**config.mk**
```make
export PLATFORM = sky130hd
export DESIGN_NAME = breathing_pwm
export DESIGN_NICKNAME = d
export VERILOG_FILES = /design/src/rtl/breathing_pwm_pkg.sv /design/src/rtl/edge_sync_rise.sv /design/src/rtl/breathing_pwm.sv
export SDC_FILE = /design/constraint.sdc
export NUM_CORES = 1
export LEC_CHECK = 0
export ABC_AREA = 1
export CAP_MARGIN = 10
export CORE_ASPECT_RATIO = 0.6
export CORE_MARGIN = 2
export CORE_UTILIZATION = 40
export DETAILED_ROUTE_END_ITERATION = 10
export PLACE_DENSITY_LB_ADDON = 0.05
export RECOVER_POWER = 100
export SYNTH_ARGS = -nofsm -noshare
export SYNTH_HDL_FRONTEND = slang
export SYNTH_SLANG_ARGS = --single-unit
```
**constraint.sdc**
```tcl
create_clock -name i_clock -period 2.8 [get_ports i_clock]
set_clock_uncertainty 0.15 [all_clocks]
set_input_delay 0.56 -clock i_clock [delete_from_list [all_inputs] [get_ports i_clock]]
set_output_delay 0.56 -clock i_clock [all_outputs]
set_load 0.02 [all_outputs]
```
**src/rtl/breathing_pwm_pkg.sv**
```systemverilog
// breathing_pwm_pkg: phase encodings and counter sizing shared by the breathing LED ramp and its debug decode
package breathing_pwm_pkg;
  localparam int PHASE_W = 3;
  typedef enum logic [PHASE_W-1:0] {
    IDLE      = 3'd0,
    RISE      = 3'd1,
    HOLD_HIGH = 3'd2,
    FALL      = 3'd3,
    HOLD_LOW  = 3'd4
  } phase_t;
  function automatic int cnt_width(input int n);
    return (n <= 1) ? 1 : $clog2(n);
  endfunction
endpackage

```
**src/rtl/edge_sync_rise.sv**
```systemverilog
// edge_sync_rise: two-flop synchronizer plus edge flop giving one pulse per rising edge of an async input
module edge_sync_rise (
  input  logic i_clock,
  input  logic i_reset_n,
  input  logic i_async,
  output logic o_pulse
);
  logic sync1, sync2, sync3, valid, armed;
  // armed waits for a genuine low sample, so an input already high at release is not seen as an edge
  always_ff @(posedge i_clock or negedge i_reset_n)
    if (!i_reset_n) begin
      sync1 <= 1'b0;
      sync2 <= 1'b0;
      sync3 <= 1'b0;
      valid <= 1'b0;
      armed <= 1'b0;
    end else begin
      sync1 <= i_async;
      sync2 <= sync1;
      sync3 <= sync2;
      valid <= 1'b1;
      armed <= armed | (valid & ~sync1);
    end
  assign o_pulse = armed & sync2 & ~sync3;
endmodule

```
**src/rtl/breathing_pwm.sv**
```systemverilog
// breathing_pwm: step-driven triangular brightness ramp with hold plateaus and a glitch-free PWM output
module breathing_pwm
  import breathing_pwm_pkg::*;
#(
  parameter int WIDTH      = 8,
  parameter int HOLD_STEPS = 16
) (
  input  logic               i_clock,
  input  logic               i_reset_n,
  input  logic               i_step_clock,
  input  logic               i_enable,
  output logic               o_pwm,
  output logic [WIDTH-1:0]   o_level,
  output logic [PHASE_W-1:0] o_phase
);
  localparam int HW = cnt_width(HOLD_STEPS + 1);
  localparam logic [WIDTH-1:0] MAX = '1;
  localparam logic [HW-1:0] HOLD_LAST = HW'(HOLD_STEPS == 0 ? 0 : HOLD_STEPS - 1);
  localparam bit NO_HOLD = (HOLD_STEPS == 0);
  phase_t state;
  logic step;
  logic [HW-1:0] hold_cnt;
  logic [WIDTH-1:0] pwm_cnt, pwm_next, shadow, shadow_next;
  edge_sync_rise u_sync (
    .i_clock  (i_clock),
    .i_reset_n(i_reset_n),
    .i_async  (i_step_clock),
    .o_pulse  (step)
  );
  assign o_phase = state;
  always_ff @(posedge i_clock or negedge i_reset_n)
    if (!i_reset_n) begin
      state    <= IDLE;
      o_level  <= '0;
      hold_cnt <= '0;
    end else if (!i_enable) begin
      state    <= IDLE;
      o_level  <= '0;
      hold_cnt <= '0;
    end else begin
      case (state)
        IDLE: state <= RISE;
        RISE:
          if (step) begin
            if (o_level >= MAX - WIDTH'(1)) begin
              o_level <= MAX;
              state   <= NO_HOLD ? FALL : HOLD_HIGH;
            end else
              o_level <= o_level + WIDTH'(1);
          end
        HOLD_HIGH:
          if (step) begin
            if (hold_cnt == HOLD_LAST) begin
              hold_cnt <= '0;
              state    <= FALL;
            end else
              hold_cnt <= hold_cnt + HW'(1);
          end
        FALL:
          if (step) begin
            if (o_level <= WIDTH'(1)) begin
              o_level <= '0;
              state   <= NO_HOLD ? RISE : HOLD_LOW;
            end else
              o_level <= o_level - WIDTH'(1);
          end
        HOLD_LOW:
          if (step) begin
            if (hold_cnt == HOLD_LAST) begin
              hold_cnt <= '0;
              state    <= RISE;
            end else
              hold_cnt <= hold_cnt + HW'(1);
          end
        default: state <= IDLE;
      endcase
    end
  // shadow only follows the ramp at the counter wrap so each PWM period uses a single level
  assign pwm_next    = pwm_cnt + WIDTH'(1);
  assign shadow_next = !i_enable ? '0 : (pwm_cnt == MAX ? o_level : shadow);
  always_ff @(posedge i_clock or negedge i_reset_n)
    if (!i_reset_n) begin
      pwm_cnt <= '0;
      shadow  <= '0;
      o_pwm   <= 1'b0;
    end else begin
      pwm_cnt <= pwm_next;
      shadow  <= shadow_next;
      o_pwm   <= pwm_next < shadow_next;
    end
endmodule

```
==> summary.md, run 1 <==
| Metric | Value |
|---|---|
| Outcome | finished clean |
| Clock latency on the worst-skew pair | 0.29 ns |
| DP Area | 0.002424 mm^2 |
| Worst hold slack | 0.2344 ns |
| PortBufs | 15 |
| R2r setup slk | 0.43 ns |
| Pre-CTS setup slack | 0.3745 ns |
| Grt total ovfl | 0 |
| Slew margin rel. | 41.84% |
| Hold Buf Count CTS | 0 |
| FF-to-FF path depth | 12 |
| Number of global-route vias before repair | 1,578 |
| RR Startpoint | pwm_cnt[0] |
| Required @ worst endpoint | 2.87 ns |
| Fin crit period | 2.431 ns |
| Top cell type's share of synthesized area | 43.18% |
| Initial DRT Pass Iterations | 4 |
| # resized after CTS | 0 |
| Initial DRC count | 81 |
| Routed WL | 4.523 mm |
| H-tree levels | 2 |
| Avg WL per Cell | 13.03 um |
| Most frequent cells in the layout | dfrtp_1 (38), nand2_1 (36), inv_1 (30), nor2_1 (30) |
| Final worst slack | 0.3688 ns |
| Sequential area share after synthesis | 43.18% |
| Fin nets | 297 |
| CP arrival | 2.50 ns |
| Die ar. | 0.006135 mm^2 |
| Die Y-Extent | 61.48 um |
| Critical Path Most Common Cell | inv_1 |
| Leading cell type in the layout, fill and taps excluded | dfrtp_1 |
| Final instance area | 0.002504 mm^2 |
| Via Count | 1,720 |
| Max_cap viols | 0 |
| GRT Util Overall | 16.59% |
| Initial antenna violation count | 0 |
| RSZ-0062 raised after global routing | false |
| Pwr Density | 733.8 mW/mm^2 |
| Delay of the slowest critical-path stage | 0.55 ns |
| Post-CTS Setup Bufs | 0 |
| CP startpoint kind | input port |
| CTS buffer count | 5 |
| Period Utilization, post-route | 86.83% |
| Final setup viols | 0 |
| Clk root buf | clkbuf_8 |
| Crit Path Category | input port to flop |
| Clk sinks | 38 |
| HPWL Detailed | 3.272 mm |
| Initial core utilization | 42.51% |
| Vias per inst | 4.957 |
| Fmax | 411.3 MHz |
| Ports | 16 |
| Share of layout cells above drive strength 1 | 11.39% |
| Core Footprint | 0.005180 mm^2 |
| Routability Congestion | 0.8883 |
| Synth Warn # | 0 |
| Residual DRC count | 0 |
| Crit-path max FO | 9 |
| Worst-Margin Slew | 0.8724 ns |
| Clock buffer depth | 2 |
| Syn_area_per_cell | 8.502 um^2 |
| Mapped cell area | 0.002202 mm^2 |
| Antenna-violating nets left | 0 |
| Synthesis-to-layout area growth | 13.69% |
| VDD IR max | 0.3925 mV |
| Area leader, netlist | dfrtp_1 |
| Register bit total from synthesis | 38 |
| Die X-Extent | 99.79 um |
| Static Leak | 1.217 nW |
| Reg2reg end | o_pwm |
| Crit end category | flop |
| Crit path cell chain | dlygate4sd3_1, inv_1, clkbuf_1, a21oi_2, inv_1, o211ai_1, nand2_2, o21ai_2, a21oi_4, nand2_1, o21ai_1 |
| Net Count, Synth | 276 |
| Final Hold Viols | 0 |
| Setup TNS | 0 ns |
| Family with the most delay on the worst path | buffers and inverters |
| Antenna fix cells | 0 |
| Cells after Synth | 259 |
| Row Count | 20 |
| Clk slew on worst S/H paths | 0.08 ns |
| Unique masters post-synth | 34 |
| Slowest cell on crit path | dlygate4sd3_1 |
| Worst Path Buf+Inv | 4 |
| Top cells by area, synth | dfrtp_1 (43%), ha_1 (7.4%), nand2_1 (6.1%) |
| First-pass GRT wire length | 7.769 mm |
| Worst hold path type | input port to async pin |
| Largest net degree at the start of global routing | 39 |
| TritonCTS clock tree | built |
| Final Slew Violations | 0 |
==> layer usage <==
layer  vias to the layer above  routed length (um)  global-route usage (%)
met5                         -                   0                       0
met4                         0                  44                   4.110
met3                         7                 198                   4.200
met2                        35                1643                   22.68
met1                       798                2637                   25.88
li1                        880                   -                       -
==> sequential cells by signal, indices dropped and copies added (netlist names), 3 cells and up <==
signal    cells
o_level       8
pwm_cnt       8
hold_cnt      5
o_phase       3
shadow        8
==> through the flow <==
stage                     power, W  instances  utilization [%]
final                     0.001837        347            48.33
after global routing      0.001985        347            48.33
after CTS                 0.001889        347            48.99
after detailed placement  0.001402        339            46.79
after global placement    0.001405        339            46.79
after floorplan           0.001202        259                -
==> cells in the mapped netlist <==
cell type / count
a21oi_1: 7
a21oi_2: 3
a21oi_4: 3
a22oi_1: 1
a31oi_1: 1
buf_2: 2
buf_4: 2
buf_6: 1
conb_1: 1
dfrtp_1: 38
ha_1: 13
inv_1: 28
inv_2: 12
nand2_1: 36
nand2_2: 5
nand3_1: 13
nand4_1: 2
nor2_1: 29
nor2_2: 2
nor2_4: 1
nor3_1: 12
nor3_2: 1
nor3b_1: 1
o2111ai_1: 1
o211ai_1: 3
o211ai_2: 1
o21a_1: 1
o21ai_0: 12
o21ai_1: 7
o21ai_2: 2
o21bai_1: 1
o221ai_1: 1
xnor2_1: 2
xor2_1: 14
==> layout make-up <==
cell class              count  area, um^2
clock buffers               5       68.82
flip-flops and latches     38       950.9
clock inverters             3       45.04
repair buffers             19       167.7
multi-input cells         176        1039
inverters                  40       150.1
well taps                  66       82.58
fillers                   520        2676
==> kinds of logic (layout without fill, tap and decap cells) <==
group           Yosys count  after routing  synth area share (%)
simple gates            102            102                 20.62
buf+inv                  45             67                 8.466
compound gates           44             44                 13.81
flops                    38             38                 43.18
xor+xnor                 16             16                 6.364
fa+ha+maj                13             13                 7.387
other cells               1              1                0.1703
==> power by group <==
group          total, W  internal (W)  switching, W
sequential     0.000720      0.000614      0.000106
clock          0.000470      0.000265      0.000205
combinational  0.000647      0.000241      0.000407
total           0.00184       0.00112      0.000718
==> worst max-delay path by stage <==
stage	start	endpoint	slack (ns)	cells after the start
global route	i_enable	o_phase[2]	0.14	11
detailed placement	i_enable	o_pwm	0.37	8
global placement	i_enable	o_pwm	0.39	8
finish	i_enable	o_phase[2]	0.37	11
CTS	pwm_cnt[0]	o_pwm	0.44	12
floorplan	pwm_cnt[0]	o_pwm	0.69	12
No activity file was read; power rests on OpenSTA's default activity.
==> run 2: changes to the inputs <==
==> constraint.sdc (replaced) <==
create_clock -name i_clock -period 2.3 [get_ports i_clock]
set_clock_uncertainty 0.15 [all_clocks]
set_input_delay 0.46 -clock i_clock [delete_from_list [all_inputs] [get_ports i_clock]]
set_output_delay 0.46 -clock i_clock [all_outputs]
set_load 0.02 [all_outputs]
==> run 2 against run 1 <==
  * Combinational power is 29% higher
  * Worst hold slack worse by 0.0088 ns
  * Cell count is 1.2% higher
  * Clock power is 48% higher
  * Global-route usage is 0.50 points higher
  * First-iteration DRC count is 1.2% lower
==> summary.md, run 2 (synthesis results as in run 1) <==
| Metric | Value |
|---|---|
| Vias per inst | 4.966 |
| Critical path depth in cells | 11 |
| H-tree levels | 2 |
| Sw frac | 37.32% |
| Row Count | 20 |
| Fill cell count | 492 |
| Final Hold Viols | 0 |
| Initial DRT Pass Iterations | 4 |
| Largest net degree at the start of global routing | 39 |
| Number of global-route vias before repair | 1,617 |
| Via Count | 1,743 |
| Crit end category | flop |
| Regs by FF count | o_level x8, pwm_cnt x8, shadow x8 |
| Total power | 0.002401 W |
| Pwr Density | 915.0 mW/mm^2 |
| TritonCTS clock tree | built |
| CP startpoint kind | flop |
| Clock latency on the worst-skew pair | 0.30 ns |
| Family with the most delay on the worst path | simple AND/OR/NAND/NOR gates |
| Crit path cell chain | nand2_1, nor2_1, nand2_2, inv_4, nor2_1, nor3_2, inv_1, ha_1, a21oi_2, o21ai_2, a21oi_2 |
| Share of layout cells above drive strength 1 | 18.95% |
| Period Utilization, post-route | 96.16% |
| Reg2reg end | o_pwm |
| Met2 WL | 1.800 mm |
| Wire length on met3 | 188 um |
| Final Slew Violations | 0 |
| Synthesis-to-layout area growth | 19.15% |
| Switching pwr | 0.0008959 W |
| Die ar. | 0.006135 mm^2 |
| Hold Buf Count CTS | 0 |
| Clock share of power | 29.0% |
| Initial antenna violation count | 0 |
| Initial DRC count | 80 |
| Static Leak | 1.230 nW |
| Worst-Margin Slew | 0.9410 ns |
| Clk sinks | 38 |
| Die Y-Extent | 61.48 um |
| Placed insts | 343 |
| # resized after CTS | 0 |
| Delay of the slowest critical-path stage | 0.40 ns |
| FF-to-FF path depth | 11 |
| CP arrival | 2.29 ns |
| Antenna fix cells | 0 |
| Crit-path max FO | 7 |
| Wire length on met1 | 2.625 mm |
| Clk slew on worst S/H paths | 0.09 ns |
| Final instance area | 0.002624 mm^2 |
| CTS buffer count | 5 |
| Fmax | 452.1 MHz |
| Clock buffer depth | 2 |
| Outcome | finished clean |
| HPWL Detailed | 3.369 mm |
| Antenna-violating nets left | 0 |
| CP Launch Point | pwm_cnt[5] |
| Area of the multi-input gates | 0.001105 mm^2 |
| Fin crit period | 2.212 ns |
| Highest metal used | met4 |
| First-pass GRT wire length | 7.914 mm |
| Routed WL | 4.655 mm |
| Slowest cell on crit path | dfrtp_1 |
| Internal power | 0.001505 W |
| Grt total ovfl | 0 |
| Ports | 16 |
| Clk root buf | clkbuf_8 |
| GRT Util Overall | 17.09% |
| Initial core utilization | 42.51% |
| Slew margin rel. | 37.27% |
| Final core occ | 50.65% |
| Crit path capture | o_pwm |
| PortBufs | 15 |
| DP Area | 0.002454 mm^2 |
| RR Startpoint | pwm_cnt[5] |
| Leading cell type in the layout, fill and taps excluded | dfrtp_1 |
| Final Non-Filler Cells | 351 |
| Post-CTS Setup Bufs | 0 |
| Routability Congestion | 0.8798 |
| Final setup viols | 0 |
| VDD IR max | 0.4692 mV |
| Die X-Extent | 99.79 um |
| Sequential share of power | 36.3% |
| R2r setup slk | 0.09 ns |
| Worst hold path type | input port to async pin |
| Setup TNS | 0 ns |
| Gate power share | 34.7% |
| Required @ worst endpoint | 2.38 ns |
| Core Footprint | 0.005180 mm^2 |
| Fin nets | 301 |
| Avg WL per Cell | 13.26 um |
| Crit Path Category | flop to flop |
| Max_cap viols | 0 |
| Register Area | 950.9 um^2 |
| Worst Path Buf+Inv | 2 |
| Most frequent cells in the layout | dfrtp_1 (38), nand2_1 (36), inv_1 (28), nor2_1 (28), xor2_1 (14) |
| Residual DRC count | 0 |
-- run 2: worst min path at each step --
stage / end / start / slack, ns / depth (start not counted)
final: pwm_cnt[2] / i_reset_n / 0.23 / 2
after floorplan: hold_cnt[0] / i_reset_n / 0.01 / 0
after CTS: pwm_cnt[5] / i_reset_n / 0.08 / 2
after global placement: u_sync.sync3 / u_sync.sync2 / 0.22 / 0
after global routing: u_sync.sync3 / u_sync.sync2 / 0.26 / 0
after detailed placement: u_sync.sync3 / u_sync.sync2 / 0.23 / 0
-- run 2: metrics by stage --
| step | worst slack, ns | hold WS, ns |
|---|---|---|
| after floorplan | 0.1932 | 0.01441 |
| after global placement | -0.01520 | 0.2238 |
| after detailed placement | -0.05013 | 0.2251 |
| after CTS | 0.002385 | 0.07600 |
| after global routing | -0.05093 | 0.2627 |
| final | 0.08823 | 0.2256 |
-- run 2: worst register-to-register path, stage by stage (launching register included) --
cell and delay (ns):
dfrtp_1 0.40, nand2_1 0.07, nor2_1 0.25, nand2_2 0.15
inv_4 0.12, nor2_1 0.06, nor3_2 0.19, inv_1 0.06
ha_1 0.32, a21oi_2 0.17, o21ai_2 0.08, a21oi_2 0.10
-- run 2: layout make-up --
type,instances,area share [%]
well taps,66,3.147
clock inverters,3,2.623
multi-input cells,176,42.11
clock buffers,5,2.623
inverters,40,5.818
flip-flops and latches,38,36.24
repair buffers,23,7.439
-- run 2: routing by layer --
layer	vias up	track usage, %
met5	-	0
met4	0	4.697
met3	5	4.086
met2	34	24.52
met1	815	25.83
li1	889	-
-- run 2: power groups by stage --
| stage | logic [W] | registers [W] | clock network, W |
|---|---|---|---|
| floorplan | 0.000564 | 0.000900 | 0 |
| global placement | 0.000828 | 0.000884 | 0 |
| detailed placement | 0.000825 | 0.000884 | 0 |
| CTS | 0.000833 | 0.000871 | 0.000704 |
| global route | 0.000928 | 0.000886 | 0.000740 |
| finish | 0.000833 | 0.000871 | 0.000697 |
==> run 3: changes to the inputs <==
==> constraint.sdc (replaced) <==
create_clock -name i_clock -period 2.3 [get_ports i_clock]
set_clock_uncertainty 0.15 [all_clocks]
set_input_delay 0.345 -clock i_clock [delete_from_list [all_inputs] [get_ports i_clock]]
set_output_delay 0.345 -clock i_clock [all_outputs]
set_load 0.02 [all_outputs]
==> run 3 against run 2 <==
  * Cell count grew 0.57%
  * Sequential share of layout area barely moved
  * Core utilization about the same
  * Sequential power shrank 0.5%
  * Flip-flop and latch count unchanged
  * Setup slack gained 0.071 ns
  * Worst hold slack better by 0.0066 ns
  * Cell area barely moved
  * Combinational power shrank 3.0%
  * Critical path depth grew 1
  * Die area did not move
  * Critical endpoint unchanged
  * Largest cell class unchanged
  * Largest power group unchanged
==> summary.md, run 3 (synthesis results as in run 1) <==
| Metric | Value |
|---|---|
| Outcome | finished clean |
| VDD IR max | 0.3998 mV |
| GRT Max-Usage Layer | met1 |
| Fin nets | 303 |
| GR Util met1 | 27.70% |
| CTS buffer count | 5 |
| Regs by FF count | o_level x8, pwm_cnt x8, shadow x8 |
| Die ar. | 0.006135 mm^2 |
| Worst hold path type | flop to flop |
| CP startpoint kind | flop |
| Max_cap viols | 0 |
| Clock buffer depth | 2 |
| HPWL Detailed | 3.615 mm |
| Crit Path Category | flop to flop |
| Largest net degree at the start of global routing | 16 |
| Row Count | 20 |
| Residual DRC count | 0 |
| Avg WL per Cell | 13.59 um |
| Clk root buf | clkbuf_8 |
| FF-to-FF path depth | 12 |
| GR Layer Usage met3 | 4.427% |
| HP Start | u_sync.sync2 |
| Vias per inst | 4.836 |
| Slew margin rel. | 44.50% |
| Initial antenna violation count | 0 |
| Number of global-route vias before repair | 1,598 |
| First-pass GRT wire length | 8.093 mm |
| Setup TNS | 0 ns |
| Post-CTS Setup Bufs | 0 |
| Met2 usage | 23.46% |
| Static Leak | 1.263 nW |
| RSZ-0062 raised after global routing | false |
| H-tree levels | 2 |
| Clk sinks | 38 |
| Initial DRT Pass Iterations | 4 |
| Pwr Density | 857.3 mW/mm^2 |
| Final Slew Violations | 0 |
| Fill cell count | 493 |
| Crit-path max FO | 6 |
| Share of layout cells above drive strength 1 | 18.47% |
| Fmax | 467.0 MHz |
| Worst-Margin Slew | 0.8326 ns |
| Initial core utilization | 42.51% |
| Die X-Extent | 99.79 um |
| Final Hold Viols | 0 |
| Fin crit period | 2.141 ns |
| Reg2reg end | o_pwm |
| Clock latency on the worst-skew pair | 0.29 ns |
| Routability Congestion | 0.8791 |
| Hold EP | u_sync.sync3 |
| Worst hold slack | 0.2322 ns |
| Final setup viols | 0 |
| Antenna fix cells | 0 |
| Period Utilization, post-route | 93.10% |
| Hold Crit Depth | 0 |
| PortBufs | 15 |
| Crit end category | flop |
| Ports | 16 |
| RR Startpoint | pwm_cnt[0] |
| TritonCTS clock tree | built |
| Via Count | 1,707 |
| Leading cell type in the layout, fill and taps excluded | dfrtp_1 |
| R2r setup slk | 0.16 ns |
| Synthesis-to-layout area growth | 19.20% |
| Die Y-Extent | 61.48 um |
| Clk slew on worst S/H paths | 0.08 ns |
| Initial DRC count | 57 |
| Routed WL | 4.798 mm |
| Pre-CTS setup slack | 0.007464 ns |
| Grt total ovfl | 0 |
| GRT Util Overall | 17.35% |
| Required @ worst endpoint | 2.37 ns |
| Core Footprint | 0.005180 mm^2 |
| Final worst slack | 0.1587 ns |
| CP arrival | 2.21 ns |
| Antenna-violating nets left | 0 |
| Most frequent cells in the layout | dfrtp_1 (38), nand2_1 (36), inv_1 (30) |
run 3: layout make-up:
type                            count  area, um^2  share of cell area (%)
Clock buffer                        5       68.82                   2.622
Clock inverter                      3       45.04                   1.716
Inverter                           40       152.6                   5.815
Multi-Input combinational cell    176        1115                   42.47
Sequential cell                    38       950.9                   36.22
Tap cell                           66       82.58                   3.146
Timing Repair Buffer               25       210.2                   8.008
run 3: what timing repair did:
| action | CTS | global route |
|---|---|---|
| hold buffers | 1 | 0 |
| setup endpoints to repair | 0 | 1 |
| endpoints found under the hold margin | 13 | 0 |
| resized for setup | 0 | 16 |
run 3: through the flow:
| step | cells | utilization, % | power, W | cell area, um^2 |
|---|---|---|---|---|
| floorplan | 259 | - | 0.001463 | 2202 |
| global placement | 344 | 47.51 | 0.001717 | 2461 |
| detailed placement | 344 | 47.51 | 0.001713 | 2461 |
| CTS | 353 | 49.90 | 0.002305 | 2585 |
| global route | 353 | 50.68 | 0.002400 | 2625 |
| finish | 353 | 50.68 | 0.002251 | 2625 |
run 3: worst max-delay path by stage:
stage / slack (ns) / from / to
floorplan: 0.19 / pwm_cnt[0] / o_pwm
global placement: 0.07 / pwm_cnt[0] / o_pwm
detailed placement: 0.007 / pwm_cnt[0] / o_pwm
CTS: 0.01 / pwm_cnt[0] / o_pwm
global route: 0.009 / pwm_cnt[0] / o_pwm
finish: 0.16 / pwm_cnt[0] / o_pwm
run 3: routing by layer:
layer / vias to the layer above / routed length, um
met5: - / 0
met4: 0 / 27
met3: 5 / 192
met2: 36 / 1846
met1: 772 / 2731
li1: 894 / -
run 3: worst max-delay path: stages, from the launching register on:
cell and delay (ns):
dfrtp_1 0.39, ha_2 0.19, nand2_1 0.08, nor2_2 0.05, nand2_2 0.12, buf_6 0.13, nor2_1 0.04, nor3_2 0.18
inv_1 0.06, ha_1 0.32, a21oi_2 0.16, o21ai_1 0.10, a21oi_2 0.10
run 3: where the power goes:
part | internal, W | switching, W
Clock | 0.000323 | 0.000253
Sequential | 0.000747 | 0.000120
Combinational | 0.000300 | 0.000508
Total | 0.00137 | 0.000881
